`config.mk`:
```
export PLATFORM = sky130hd
export DESIGN_NAME = lcd_frame_scheduler
export DESIGN_NICKNAME = d
export VERILOG_FILES = /design/src/rtl/lcd_frame_scheduler.sv
export SDC_FILE = /design/constraint.sdc
export NUM_CORES = 1
export LEC_CHECK = 0
export BUFFER_PORTS_ARGS = -buffer_cell sky130_fd_sc_hd__buf_2
export CAP_MARGIN = 25
export CORE_AREA = 4 4 402 404
export DETAILED_ROUTE_END_ITERATION = 16
export DIE_AREA = 0 0 406 408
export SYNTH_ARGS = -nofsm -noshare
export SYNTH_HDL_FRONTEND = slang
export SYNTH_SLANG_ARGS = --single-unit
```
`constraint.sdc`:
```
create_clock -name mclk -period 9.6 [get_ports mclk]
set_clock_uncertainty 0.15 [all_clocks]
set_input_delay 0.96 -clock mclk [delete_from_list [all_inputs] [get_ports mclk]]
set_output_delay 0.96 -clock mclk [all_outputs]
set_load 0.02 [all_outputs]
```
`src/rtl/lcd_frame_scheduler.sv`:
```
// rtl/lcd_frame_scheduler.sv - selects background or a timed overlay frame for the 2x16 LCD
// Overlay 2 outranks overlay 1; every switch is gated by a minimum dwell except overlay expiry.
module lcd_frame_scheduler #(
  parameter int MFREQ_KHZ    = 1,
  parameter int MIN_DWELL_MS = 320,
  parameter int HOLD1_MS     = 2000,
  parameter int HOLD2_MS     = 5000
) (
  input  logic         mclk,
  input  logic         rst,
  input  logic [127:0] base_lineA,
  input  logic [127:0] base_lineB,
  input  logic [127:0] ovl1_lineA,
  input  logic [127:0] ovl1_lineB,
  input  logic [127:0] ovl2_lineA,
  input  logic [127:0] ovl2_lineB,
  input  logic [1:0]   req,
  output logic [1:0]   grant,
  output logic [1:0]   done,
  output logic [127:0] LineA,
  output logic [127:0] LineB,
  output logic         frame_chg
);

  localparam int PW   = (MFREQ_KHZ > 1) ? $clog2(MFREQ_KHZ) : 1;
  localparam int DW   = (MIN_DWELL_MS > 0) ? $clog2(MIN_DWELL_MS + 1) : 1;
  localparam int H1E  = (HOLD1_MS == 0) ? 1 : HOLD1_MS;
  localparam int H2E  = (HOLD2_MS == 0) ? 1 : HOLD2_MS;
  localparam int HMAX = (H1E > H2E) ? H1E : H2E;
  localparam int HW   = $clog2(HMAX + 1);

  localparam logic [PW-1:0] PRESC_LAST = PW'(MFREQ_KHZ - 1);
  localparam logic [DW-1:0] DWELL_MAX  = DW'(MIN_DWELL_MS);
  localparam logic [HW-1:0] H1_LAST    = HW'(H1E - 1);
  localparam logic [HW-1:0] H2_LAST    = HW'(H2E - 1);

  typedef enum logic [1:0] {
    ST_BASE = 2'd0,
    ST_OVL1 = 2'd1,
    ST_OVL2 = 2'd2
  } state_t;

  state_t         r_state;
  state_t         w_next_state;
  logic [PW-1:0]  r_presc;
  logic [DW-1:0]  r_dwell;
  logic [HW-1:0]  r_hold;
  logic [1:0]     r_grant;
  logic [1:0]     r_done;
  logic           r_chg;
  logic [127:0]   r_line_a;
  logic [127:0]   r_line_b;

  logic           w_tick;
  logic           w_dwell_ok;
  logic           w_expire;
  logic           w_switch;
  logic [1:0]     w_done;
  logic [127:0]   w_line_a;
  logic [127:0]   w_line_b;

  assign w_tick     = (r_presc == PRESC_LAST);
  assign w_dwell_ok = (r_dwell == DWELL_MAX);

  always_comb begin
    w_next_state = r_state;
    w_expire     = 1'b0;
    case (r_state)
      ST_BASE: begin
        if (w_dwell_ok && req[1])      w_next_state = ST_OVL2;
        else if (w_dwell_ok && req[0]) w_next_state = ST_OVL1;
      end
      ST_OVL1: begin
        // Hold counts completed ticks, so the expiring tick is the one seen at HOLD-1.
        w_expire = w_tick && (r_hold == H1_LAST);
        if (w_dwell_ok && req[1]) w_next_state = ST_OVL2;
        else if (w_expire)        w_next_state = ST_BASE;
      end
      ST_OVL2: begin
        w_expire = w_tick && (r_hold == H2_LAST);
        if (w_expire) w_next_state = ST_BASE;
      end
      default: w_next_state = ST_BASE;
    endcase
  end

  assign w_switch = (w_next_state != r_state);

  always_comb begin
    w_done = 2'b00;
    if (w_switch && r_state == ST_OVL1) w_done[0] = 1'b1;
    if (w_switch && r_state == ST_OVL2) w_done[1] = 1'b1;
  end

  // Overlay frames are captured once on entry; the background frame tracks live.
  always_comb begin
    w_line_a = r_line_a;
    w_line_b = r_line_b;
    case (w_next_state)
      ST_BASE: begin
        w_line_a = base_lineA;
        w_line_b = base_lineB;
      end
      ST_OVL1: if (w_switch) begin
        w_line_a = ovl1_lineA;
        w_line_b = ovl1_lineB;
      end
      ST_OVL2: if (w_switch) begin
        w_line_a = ovl2_lineA;
        w_line_b = ovl2_lineB;
      end
      default: ;
    endcase
  end

  always_ff @(posedge mclk) begin
    if (rst) begin
      r_state  <= ST_BASE;
      r_presc  <= '0;
      r_dwell  <= DWELL_MAX;
      r_hold   <= '0;
      r_grant  <= 2'b00;
      r_done   <= 2'b00;
      r_chg    <= 1'b0;
      r_line_a <= '0;
      r_line_b <= '0;
    end else begin
      r_state  <= w_next_state;
      r_presc  <= w_tick ? '0 : r_presc + 1'b1;
      if (w_switch)                  r_dwell <= '0;
      else if (w_tick && !w_dwell_ok) r_dwell <= r_dwell + 1'b1;
      if (w_switch || w_next_state == ST_BASE) r_hold <= '0;
      else if (w_tick)                         r_hold <= r_hold + 1'b1;
      r_grant  <= {w_next_state == ST_OVL2, w_next_state == ST_OVL1};
      r_done   <= w_done;
      r_chg    <= w_switch;
      r_line_a <= w_line_a;
      r_line_b <= w_line_b;
    end
  end

  assign grant     = r_grant;
  assign done      = r_done;
  assign frame_chg = r_chg;
  assign LineA     = r_line_a;
  assign LineB     = r_line_b;

endmodule

```
==> run_results.csv, run 1 <==
group,metric,value,unit
floorplan,die_y,408,µm
placement,instance_area_at_placement,25200,µm²
synth,synthFlopType,"sky130_fd_sc_hd__dfxtp_1",
drt,initialDrtViolationCount,2043,
sta,post-route-min-period,4850,ps
worst_setup_path,cp.required,9930,ps
floorplan,placementRows,146,
synth,synth_fp_nets,3006,
drt,drt_first_pass_iters,5,
worst_setup_path,setup_slack_of_the_most_critical_reg_to_reg_path,4750,ps
drt,post_drt_wl_per_cell,23.9,µm
power,power_switching,5.96,mW
power,combPwrFrac,0.681,
sta,grt_setup_unrepaired,"no",
power,internal_cell_power,4.61,mW
placement,place_ws,4250,ps
sta,hold_viol_final,0,
sta,worstMarginPinSlew,1080,ps
clocking,ctsHtreeMaxLevel,2,
cells_and_area,layout.cell_area.non_filler,26600,µm²
clocking,post_cts_resize_count,0,
floorplan,die-area,166000,µm²
clocking,clock_path_buffers,3,
cells_and_area,mostFrequentLayoutCell,"sky130_fd_sc_hd__buf_2",
synth,synth-seq-area-share,0.312,
worst_hold_path,hold_path_class,"flop to flop",
cells_and_area,drive_above_1_share,0.426,
placement,globalplace.congestion,0.943,
global_route,first_global_vias,20058,
clocking,clk_latency,580,ps
power,peak_vdd_ir,0.350,mV
global_route,global_route_wire_length_before_repair,163,mm
clocking,tritoncts,"yes",
power,fin_total_pwr,10.6,mW
synth,synth-seq-cells,286,
worst_setup_path,timing.critical_path.cells,"inv_1 > ha_1 > nor4b_2 > and3_1 > o31a_1 > ha_4 > o21a_1 > o211a_4 > buf_4 > buf_4 > o21ai_0 > o41ai_2",
sta,clock.fmax,0.206,GHz
synth,synth_area,18400,µm²
power,power_switching_share,0.564,
sta,final-setup-viol-count,0,
drt,vias_per_cell,4.20,
clocking,clockRootBuffer,"sky130_fd_sc_hd__clkbuf_16",
drt,routed_wirelength,124,mm
floorplan,die_span_x,406,µm
global_route,grt_max_degree,189,
synth,synth_cell_type_count,43,
worst_setup_path,timing.critical_path.fanout_max,89,
synth,edff_count_synth,0,
power,portion_of_total_power_attributed_to_sequential_cells,0.172,
worst_setup_path,path_class,"flop to flop",
drt,via_count,21744,
global_route,globalRouteOverflowTotal,0,
clocking,post_cts_hold_buffer_count,0,
synth,yosysWarnings,0,
sta,part_of_the_cycle_the_worst_path_needs,0.506,
synth,ys_async_sr_fraction,0,
sta,setup-tns-final,0,ps
cells_and_area,synthToLayoutAreaGrowth,44.9,%
worst_setup_path,start_kind,"flop",
clocking,cts_made_buffers,41,
power,power-per-cell-area,397,nW/µm²
floorplan,io_pins,1033,
floorplan,core_region_area,158000,µm²
cells_and_area,commonest_cells_after_routing_fill_and_taps_aside,"1031 x sky130_fd_sc_hd__buf_2, 512 x sky130_fd_sc_hd__o21ai_0, 286 x sky130_fd_sc_hd__dfxtp_1, 265 x sky130_fd_sc_hd__nand2_1, 261 x sky130_fd_sc_hd__nor2b_1",
placement,place.detailed.instances,5070,
worst_setup_path,end_kind,"flop",
clocking,clk_transition_reported_paths,60,ps
global_route,global_route.usage.total,0.139,
sta,timing_max_transition_violations_final,0,
floorplan,floorplan.initialDensity,0.116,
cells_and_area,finish.cell_count_without_fillers,5176,
cells_and_area,final_net_count,3821,
clocking,clock_sinks,286,
sta,final.setup.worst_slack,4750,ps
worst_setup_path,cpPeakStageDelay,850,ps
power,total_leakage_power,11.4,nW
synth,synthesis.instances,2228,
run_status,run_status,"finished, final reports clean",
sta,max_slew_headroom_at_the_worst_pin,0.283,
worst_setup_path,timing.critical_path.mode_cell,"sky130_fd_sc_hd__buf_4",
power,pwr-share-clk,0.147,
global_route,grt_antenna_before_repair,122,
worst_setup_path,timing.critical_path.max_delay_family,"buffers and inverters",
worst_setup_path,critical_path.slowest_cell,"sky130_fd_sc_hd__buf_4",
job,max-cap-violations,0,
clocking,cts_setup_buffers,0,
worst_setup_path,timing.critical_path.arrival,5190,ps
cells_and_area,fillers,17974,
drt,ant_nets,0,
drt,drc_violations,0,
placement,place_hpwl,99.4,mm
worst_setup_path,critical_path_buf_inv_count,3,
placement,numPortBuffers,1032,
synth,post_synth.cell_area_avg,8.24,µm²
-- Yosys cell counts, types with 2 or more instances --
library cell / count / share of area
sky130_fd_sc_hd__nor4b_1: 2 / 0.00095
sky130_fd_sc_hd__a22oi_1: 256 / 0.10
sky130_fd_sc_hd__ha_1: 6 / 0.0041
sky130_fd_sc_hd__nand2b_1: 3 / 0.0010
sky130_fd_sc_hd__o21ai_0: 512 / 0.14
sky130_fd_sc_hd__nand4b_1: 3 / 0.0014
sky130_fd_sc_hd__buf_6: 21 / 0.013
sky130_fd_sc_hd__and3_1: 5 / 0.0017
sky130_fd_sc_hd__o41ai_2: 174 / 0.15
sky130_fd_sc_hd__o41ai_1: 82 / 0.039
sky130_fd_sc_hd__buf_1: 8 / 0.0016
sky130_fd_sc_hd__xor2_1: 16 / 0.0076
sky130_fd_sc_hd__nand2_1: 265 / 0.054
sky130_fd_sc_hd__a21oi_1: 3 / 0.00082
sky130_fd_sc_hd__buf_2: 23 / 0.0063
sky130_fd_sc_hd__inv_1: 6 / 0.0012
sky130_fd_sc_hd__nor2_1: 28 / 0.0057
sky130_fd_sc_hd__nand3_1: 2 / 0.00055
sky130_fd_sc_hd__clkbuf_1: 236 / 0.048
sky130_fd_sc_hd__dfxtp_1: 286 / 0.31
sky130_fd_sc_hd__xnor2_1: 4 / 0.0019
sky130_fd_sc_hd__nand4_1: 5 / 0.0017
sky130_fd_sc_hd__o21bai_1: 2 / 0.00082
sky130_fd_sc_hd__nor2b_1: 261 / 0.089
-- tightest hold or removal path, cell delays in order, from the launching register on --
cell and delay (ps):
sky130_fd_sc_hd__dfxtp_1 350, sky130_fd_sc_hd__mux2i_1 80, sky130_fd_sc_hd__nor2_1 70
-- registers in the layout (all words and copies together) (netlist names) --
register,count
frame_chg,1
r_state,2
done,2
r_dwell,9
r_presc,1
r_hold,13
LineA,128
grant,2
LineB,128
-- power groups by stage --
stage	Combinational [mW]	Sequential, mW	Clock, mW
after detailed placement	7.26	1.82	0
after floorplan	4.37	2.25	0
after CTS	7.28	1.81	1.62
final	7.20	1.81	1.55
after global routing	7.87	1.85	1.66
after global placement	7.19	1.82	0
-- final timing paths --
| check | depth (start not counted) | startpoint | endpoint |
|---|---|---|---|
| min | 2 | r_hold[1] | r_hold[1] |
| max | 12 | r_dwell[0] | LineA[13] |
| min reg2reg | 2 | r_hold[1] | r_hold[1] |
| max reg2reg | 12 | r_dwell[0] | LineA[13] |
-- stage by stage --
stage	util	hold slack [ps]
floorplan	-	311
global placement	0.159	358
detailed placement	0.159	372
CTS	0.168	385
global route	0.168	429
finish	0.169	386
-- kinds of logic after synthesis --
family,Yosys count,share of synthesized area
AOI/OAI and AO/OA,1035,0.442
xor gates and xnor gates,20,0.00954
adders and majority gates,6,0.00409
buffers and inverters,295,0.0707
DFF,286,0.312
muxes,1,0.000545
other,1,0.000204
and+or+nand+nor,584,0.161
-- layer usage --
metal  wire, µm  track usage
met1      50600        0.171
met2      55300        0.222
met3      13800       0.0622
met4       3550       0.0324
met5        397            0
-- layout make-up --
| class | count | area [µm²] | share of cell area |
|---|---|---|---|
| Multi-Input combinational cell | 1647 | 11400 | 0.428 |
| Clock buffer | 55 | 1160 | 0.0435 |
| Sequential cell | 286 | 5730 | 0.215 |
| Antenna cell | 32 | 80.1 | 0.00301 |
| Timing Repair Buffer | 1061 | 5490 | 0.206 |
| Clock inverter | 17 | 158 | 0.00592 |
| Inverter | 6 | 22.5 | 0.000846 |
| Tap cell | 2072 | 2590 | 0.0974 |
No activity file was read; power rests on OpenSTA's default activity.
==> run 2: changes to the inputs <==
Clock period 9.6 ns to 4.3 ns, I/O delays scaled along.
==> run_results.csv, run 2 (synthesis gave the netlist of run 1 again) <==
group,metric,value,unit
run_status,run_status,"finished, final reports clean",
clocking,post_cts_hold_buffer_count,49,
global_route,globalRouteOverflowTotal,0,
cells_and_area,commonest_cells_after_routing_fill_and_taps_aside,"1031 x sky130_fd_sc_hd__buf_2, 511 x sky130_fd_sc_hd__o21ai_0, 286 x sky130_fd_sc_hd__dfxtp_1, 265 x sky130_fd_sc_hd__nand2_1, 261 x sky130_fd_sc_hd__nor2b_1",
placement,place_hpwl,107,mm
global_route,global_route.usage.total,0.147,
drt,initialDrtViolationCount,2397,
drt,routed_wirelength,130,mm
clocking,clk_latency,580,ps
sta,final.setup.worst_slack,381,ps
clocking,clockRootBuffer,"sky130_fd_sc_hd__clkbuf_16",
sta,grt_setup_unrepaired,"no",
job,max-cap-violations,0,
power,pwr-share-clk,0.141,
worst_setup_path,end_kind,"flop",
sta,clock.fmax,0.255,GHz
placement,globalplace.congestion,1.03,
worst_setup_path,timing.critical_path.fanout_max,44,
floorplan,die-area,166000,µm²
clocking,clock_sinks,286,
clocking,tritoncts,"yes",
worst_setup_path,critical_path_buf_inv_count,4,
power,combPwrFrac,0.696,
clocking,cts_setup_buffers,0,
sta,max_slew_headroom_at_the_worst_pin,0.427,
clocking,post_cts_resize_count,0,
power,portion_of_total_power_attributed_to_sequential_cells,0.163,
worst_setup_path,timing.critical_path.max_delay_family,"compound AO/OA/AOI/OAI gates",
clocking,ctsHtreeMaxLevel,2,
sta,final-setup-viol-count,0,
sta,part_of_the_cycle_the_worst_path_needs,0.911,
global_route,grt_max_degree,104,
worst_setup_path,cp.required,4590,ps
power,power-per-cell-area,893,nW/µm²
worst_setup_path,timing.critical_path.arrival,4210,ps
worst_setup_path,critical_path.slowest_cell,"sky130_fd_sc_hd__a22oi_1",
worst_setup_path,timing.critical_path.cells,"inv_1 > ha_1 > nor4b_2 > and3_1 > a21oi_1 > inv_1 > ha_4 > buf_12 > buf_4 > a22oi_1 > nand2_1 > o21ai_0 > o41ai_1",
cells_and_area,finish.cell_count_without_fillers,5312,
sta,setup-tns-final,0,ps
global_route,grt_antenna_before_repair,99,
global_route,global_route_wire_length_before_repair,172,mm
power,internal_cell_power,11.4,mW
floorplan,die_span_x,406,µm
worst_hold_path,hold_path_class,"input pin to flop",
placement,numPortBuffers,1032,
cells_and_area,fillers,17860,
cells_and_area,final_net_count,3967,
drt,via_count,22845,
sta,worstMarginPinSlew,853,ps
drt,drc_violations,0,
drt,drt_first_pass_iters,6,
placement,place.detailed.instances,5170,
worst_setup_path,timing.critical_path.mode_cell,"sky130_fd_sc_hd__inv_1",
drt,ant_nets,0,
floorplan,die_y,408,µm
clocking,clock_path_buffers,3,
placement,place_ws,290,ps
worst_setup_path,start_kind,"flop",
drt,post_drt_wl_per_cell,24.5,µm
cells_and_area,synthToLayoutAreaGrowth,52.9,%
floorplan,floorplan.initialDensity,0.116,
cells_and_area,mostFrequentLayoutCell,"sky130_fd_sc_hd__buf_2",
power,peak_vdd_ir,0.509,mV
sta,post-route-min-period,3920,ps
power,power_switching_share,0.545,
drt,vias_per_cell,4.30,
clocking,clk_transition_reported_paths,60,ps
worst_setup_path,path_class,"flop to flop",
worst_setup_path,cpPeakStageDelay,620,ps
cells_and_area,drive_above_1_share,0.437,
floorplan,io_pins,1033,
power,total_leakage_power,12.1,nW
floorplan,core_region_area,158000,µm²
sta,timing_max_transition_violations_final,0,
sta,hold_viol_final,0,
clocking,cts_made_buffers,40,
floorplan,placementRows,146,
power,power_switching,13.6,mW
global_route,first_global_vias,21468,
-- run 2: power by group through the flow --
stage | sequential [mW] | combinational (mW) | clock, mW
after global placement | 4.10 | 17.2 | 0
after global routing | 4.17 | 18.9 | 3.76
after CTS | 4.07 | 17.6 | 3.69
after detailed placement | 4.10 | 17.5 | 0
final | 4.09 | 17.4 | 3.54
after floorplan | 5.03 | 9.76 | 0
-- run 2: worst min-delay path, stage by stage --
cell	delay (ps)
sky130_fd_sc_hd__buf_2	80
sky130_fd_sc_hd__o21ai_0	80
sky130_fd_sc_hd__o41ai_2	190
-- run 2: final cells by class --
cell class	instances	area, µm²	share of cell area
antenna	26	65.1	0.00232
clock buffer	50	1110	0.0395
clock inverter	17	234	0.00834
inverter	6	22.5	0.000802
multi-input combinational	1647	11400	0.406
sequential	286	5730	0.204
tap	2072	2590	0.0924
timing repair buffer	1208	6930	0.247
-- run 2: metal layers --
metal / vias to the layer above / global-route usage / wire [µm]
li1: 10272 / - / -
met1: 11088 / 0.187 / 54000
met2: 1181 / 0.233 / 58400
met3: 256 / 0.0515 / 12700
met4: 48 / 0.0420 / 4460
met5: - / 0 / 299
-- run 2: path summary, 6_finish.rpt --
| kind | start | end | slack [ps] | depth (start not counted) |
|---|---|---|---|---|
| min reg2reg | r_hold[12] | r_hold[12] | 380 | 2 |
| max | r_dwell[0] | LineB[26] | 380 | 13 |
| max reg2reg | r_dwell[0] | LineB[26] | 380 | 13 |
| min | base_lineB[71] | LineB[71] | 50 | 3 |
-- run 2: per-stage QoR --
stage               hold WS, ps   util  cell area [µm²]  power (mW)
floorplan                   311      -            18400        14.8
global placement            355  0.166            26200        21.3
detailed placement          363  0.166            26200        21.6
CTS                      0.0986  0.177            28000        25.3
global route               20.2  0.178            28000        26.8
finish                     51.7  0.178            28100        25.1
==> run 3: changes to the inputs <==
==> constraint.sdc (replaced) <==
create_clock -name mclk -period 4.3 [get_ports mclk]
set_clock_uncertainty 0.15 [all_clocks]
set_input_delay 0.645 -clock mclk [delete_from_list [all_inputs] [get_ports mclk]]
set_output_delay 0.645 -clock mclk [all_outputs]
set_load 0.02 [all_outputs]
==> run_results.csv, run 3 (synthesis gave the netlist of run 1 again) <==
group,metric,value,unit
run_status,run_status,"finished, final reports clean",
placement,globalplace.congestion,0.976,
worst_setup_path,critical_path_buf_inv_count,4,
clocking,cts_setup_buffers,0,
worst_setup_path,timing.critical_path.mode_cell,"sky130_fd_sc_hd__inv_1",
clocking,clock_path_buffers,3,
sta,hold_ws,224,ps
cells_and_area,drive_above_1_share,0.444,
worst_setup_path,timing.critical_path.arrival,4200,ps
floorplan,die_span_x,406,µm
global_route,grt_antenna_before_repair,93,
global_route,globalRouteOverflowTotal,0,
drt,drt_first_pass_iters,6,
cells_and_area,commonest_cells_after_routing_fill_and_taps_aside,"1031 x sky130_fd_sc_hd__buf_2, 511 x sky130_fd_sc_hd__o21ai_0, 286 x sky130_fd_sc_hd__dfxtp_1, 265 x sky130_fd_sc_hd__nand2_1, 261 x sky130_fd_sc_hd__nor2b_1",
power,total_leakage_power,11.9,nW
drt,routed_wirelength,125,mm
sta,part_of_the_cycle_the_worst_path_needs,0.902,
worst_setup_path,cp.required,4620,ps
sta,hold_viol_final,0,
drt,ant_nets,0,
worst_setup_path,timing.critical_path.max_delay_family,"compound AO/OA/AOI/OAI gates",
clocking,tritoncts,"yes",
drt,post_drt_wl_per_cell,23.8,µm
cells_and_area,synthToLayoutAreaGrowth,50.2,%
drt,via_count,22387,
clocking,clock_sinks,286,
worst_setup_path,timing.critical_path.fanout_max,45,
placement,numPortBuffers,1032,
worst_setup_path,path_class,"flop to flop",
sta,worstMarginPinSlew,994,ps
cells_and_area,mostFrequentLayoutCell,"sky130_fd_sc_hd__buf_2",
sta,post-route-min-period,3880,ps
drt,initialDrtViolationCount,2092,
cells_and_area,fillers,17873,
global_route,global_route.usage.total,0.141,
sta,setup-tns-final,0,ps
sta,timing_max_transition_violations_final,0,
power,peak_vdd_ir,0.511,mV
sta,max_slew_headroom_at_the_worst_pin,0.337,
floorplan,die_y,408,µm
sta,clock.fmax,0.258,GHz
worst_hold_path,hold_path_class,"input pin to flop",
floorplan,die-area,166000,µm²
clocking,clk_latency,590,ps
sta,final-setup-viol-count,0,
job,max-cap-violations,0,
floorplan,io_pins,1033,
drt,drc_violations,0,
floorplan,core_region_area,158000,µm²
clocking,clk_transition_reported_paths,60,ps
clocking,clockRootBuffer,"sky130_fd_sc_hd__clkbuf_16",
worst_setup_path,cpPeakStageDelay,790,ps
clocking,cts_made_buffers,40,
floorplan,placementRows,146,
clocking,ctsHtreeMaxLevel,2,
cells_and_area,final_net_count,3924,
worst_setup_path,start_kind,"flop",
global_route,grt_max_degree,135,
global_route,first_global_vias,21026,
worst_setup_path,end_kind,"flop",
sta,grt_setup_unrepaired,"no",
drt,vias_per_cell,4.26,
floorplan,floorplan.initialDensity,0.116,
worst_setup_path,timing.critical_path.cells,"inv_1 > ha_1 > nor4b_2 > and3_1 > a21oi_1 > inv_1 > ha_4 > buf_12 > buf_4 > a22oi_1 > nand2_1 > o21ai_0 > o41ai_1",
power,power-per-cell-area,908,nW/µm²
global_route,global_route_wire_length_before_repair,167,mm
placement,place_hpwl,104,mm
worst_setup_path,critical_path.slowest_cell,"sky130_fd_sc_hd__a22oi_1",
-- run 3: cell types whose count changed in the layout (fill, tap and decap cells not counted), sizes merged --
cell         change
diode           -13
clkbuf           +4
inv              +3
bufinv           -2
clkinv           -3
dlygate4sd3     -49
clkinvlp         -1
buf              +6
-- run 3: worst paths after layout --
kind | slack (ps) | depth (start not counted) | to | from
worst max register to register | 420 | 13 | LineB[26] | r_dwell[0]
worst min-delay path | 220 | 3 | LineB[25] | base_lineB[25]
worst min register to register | 380 | 2 | r_hold[12] | r_hold[12]
worst max-delay path | 420 | 13 | LineB[26] | r_dwell[0]
-- run 3: power breakdown --
group	switching, mW	total [mW]	leakage, nW	internal [mW]
clock network	1.41	3.43	0.644	2.02
logic	11.8	17.5	8.91	5.71
registers	0.442	4.08	2.36	3.64
-- run 3: worst register-to-register path: cells and delay by family (launching register included) --
kind / cells / cell delay (ps)
simple gates: 3 / 490
compound gates: 4 / 1440
buf+inv: 4 / 720
fa+ha+maj: 2 / 500
flops: 1 / 450
-- run 3: final cells by class --
type                            instances  area [µm²]  area share
Multi-Input combinational cell       1647       11400       0.413
Timing Repair Buffer                 1165        6500       0.236
Sequential cell                       286        5730       0.208
Tap cell                             2072        2590      0.0940
Clock buffer                           54        1120      0.0408
Clock inverter                         14         185     0.00672
Antenna cell                           13        32.5     0.00118
Inverter                                6        22.5    0.000817
-- run 3: metal layers --
layer  wire length, µm  GRT usage  up-vias
met5               308          0        -
met4              3150     0.0310       50
met3             11400     0.0426      234
met2             56600      0.226     1142
met1             53500      0.187    10793
li1                  -          -    10168
-- run 3: metrics by stage --
step	instances	cell area [µm²]	setup slack (ps)	utilization	total power, mW
2_1_floorplan	2228	18400	838	-	14.8
3_3_place_gp	5176	26200	111	0.166	21.5
3_5_place_dp	5176	26200	137	0.166	21.7
4_1_cts	5244	27500	126	0.174	25.3
5_1_grt	5248	27500	28.6	0.175	26.8
6_report	5257	27600	421	0.175	25.0
-- run 3: what timing repair did --
action / CTS / global route
hold buffers: 0 / 0
gates resized for setup: 0 / 1
setup endpoints to repair: 0 / 1
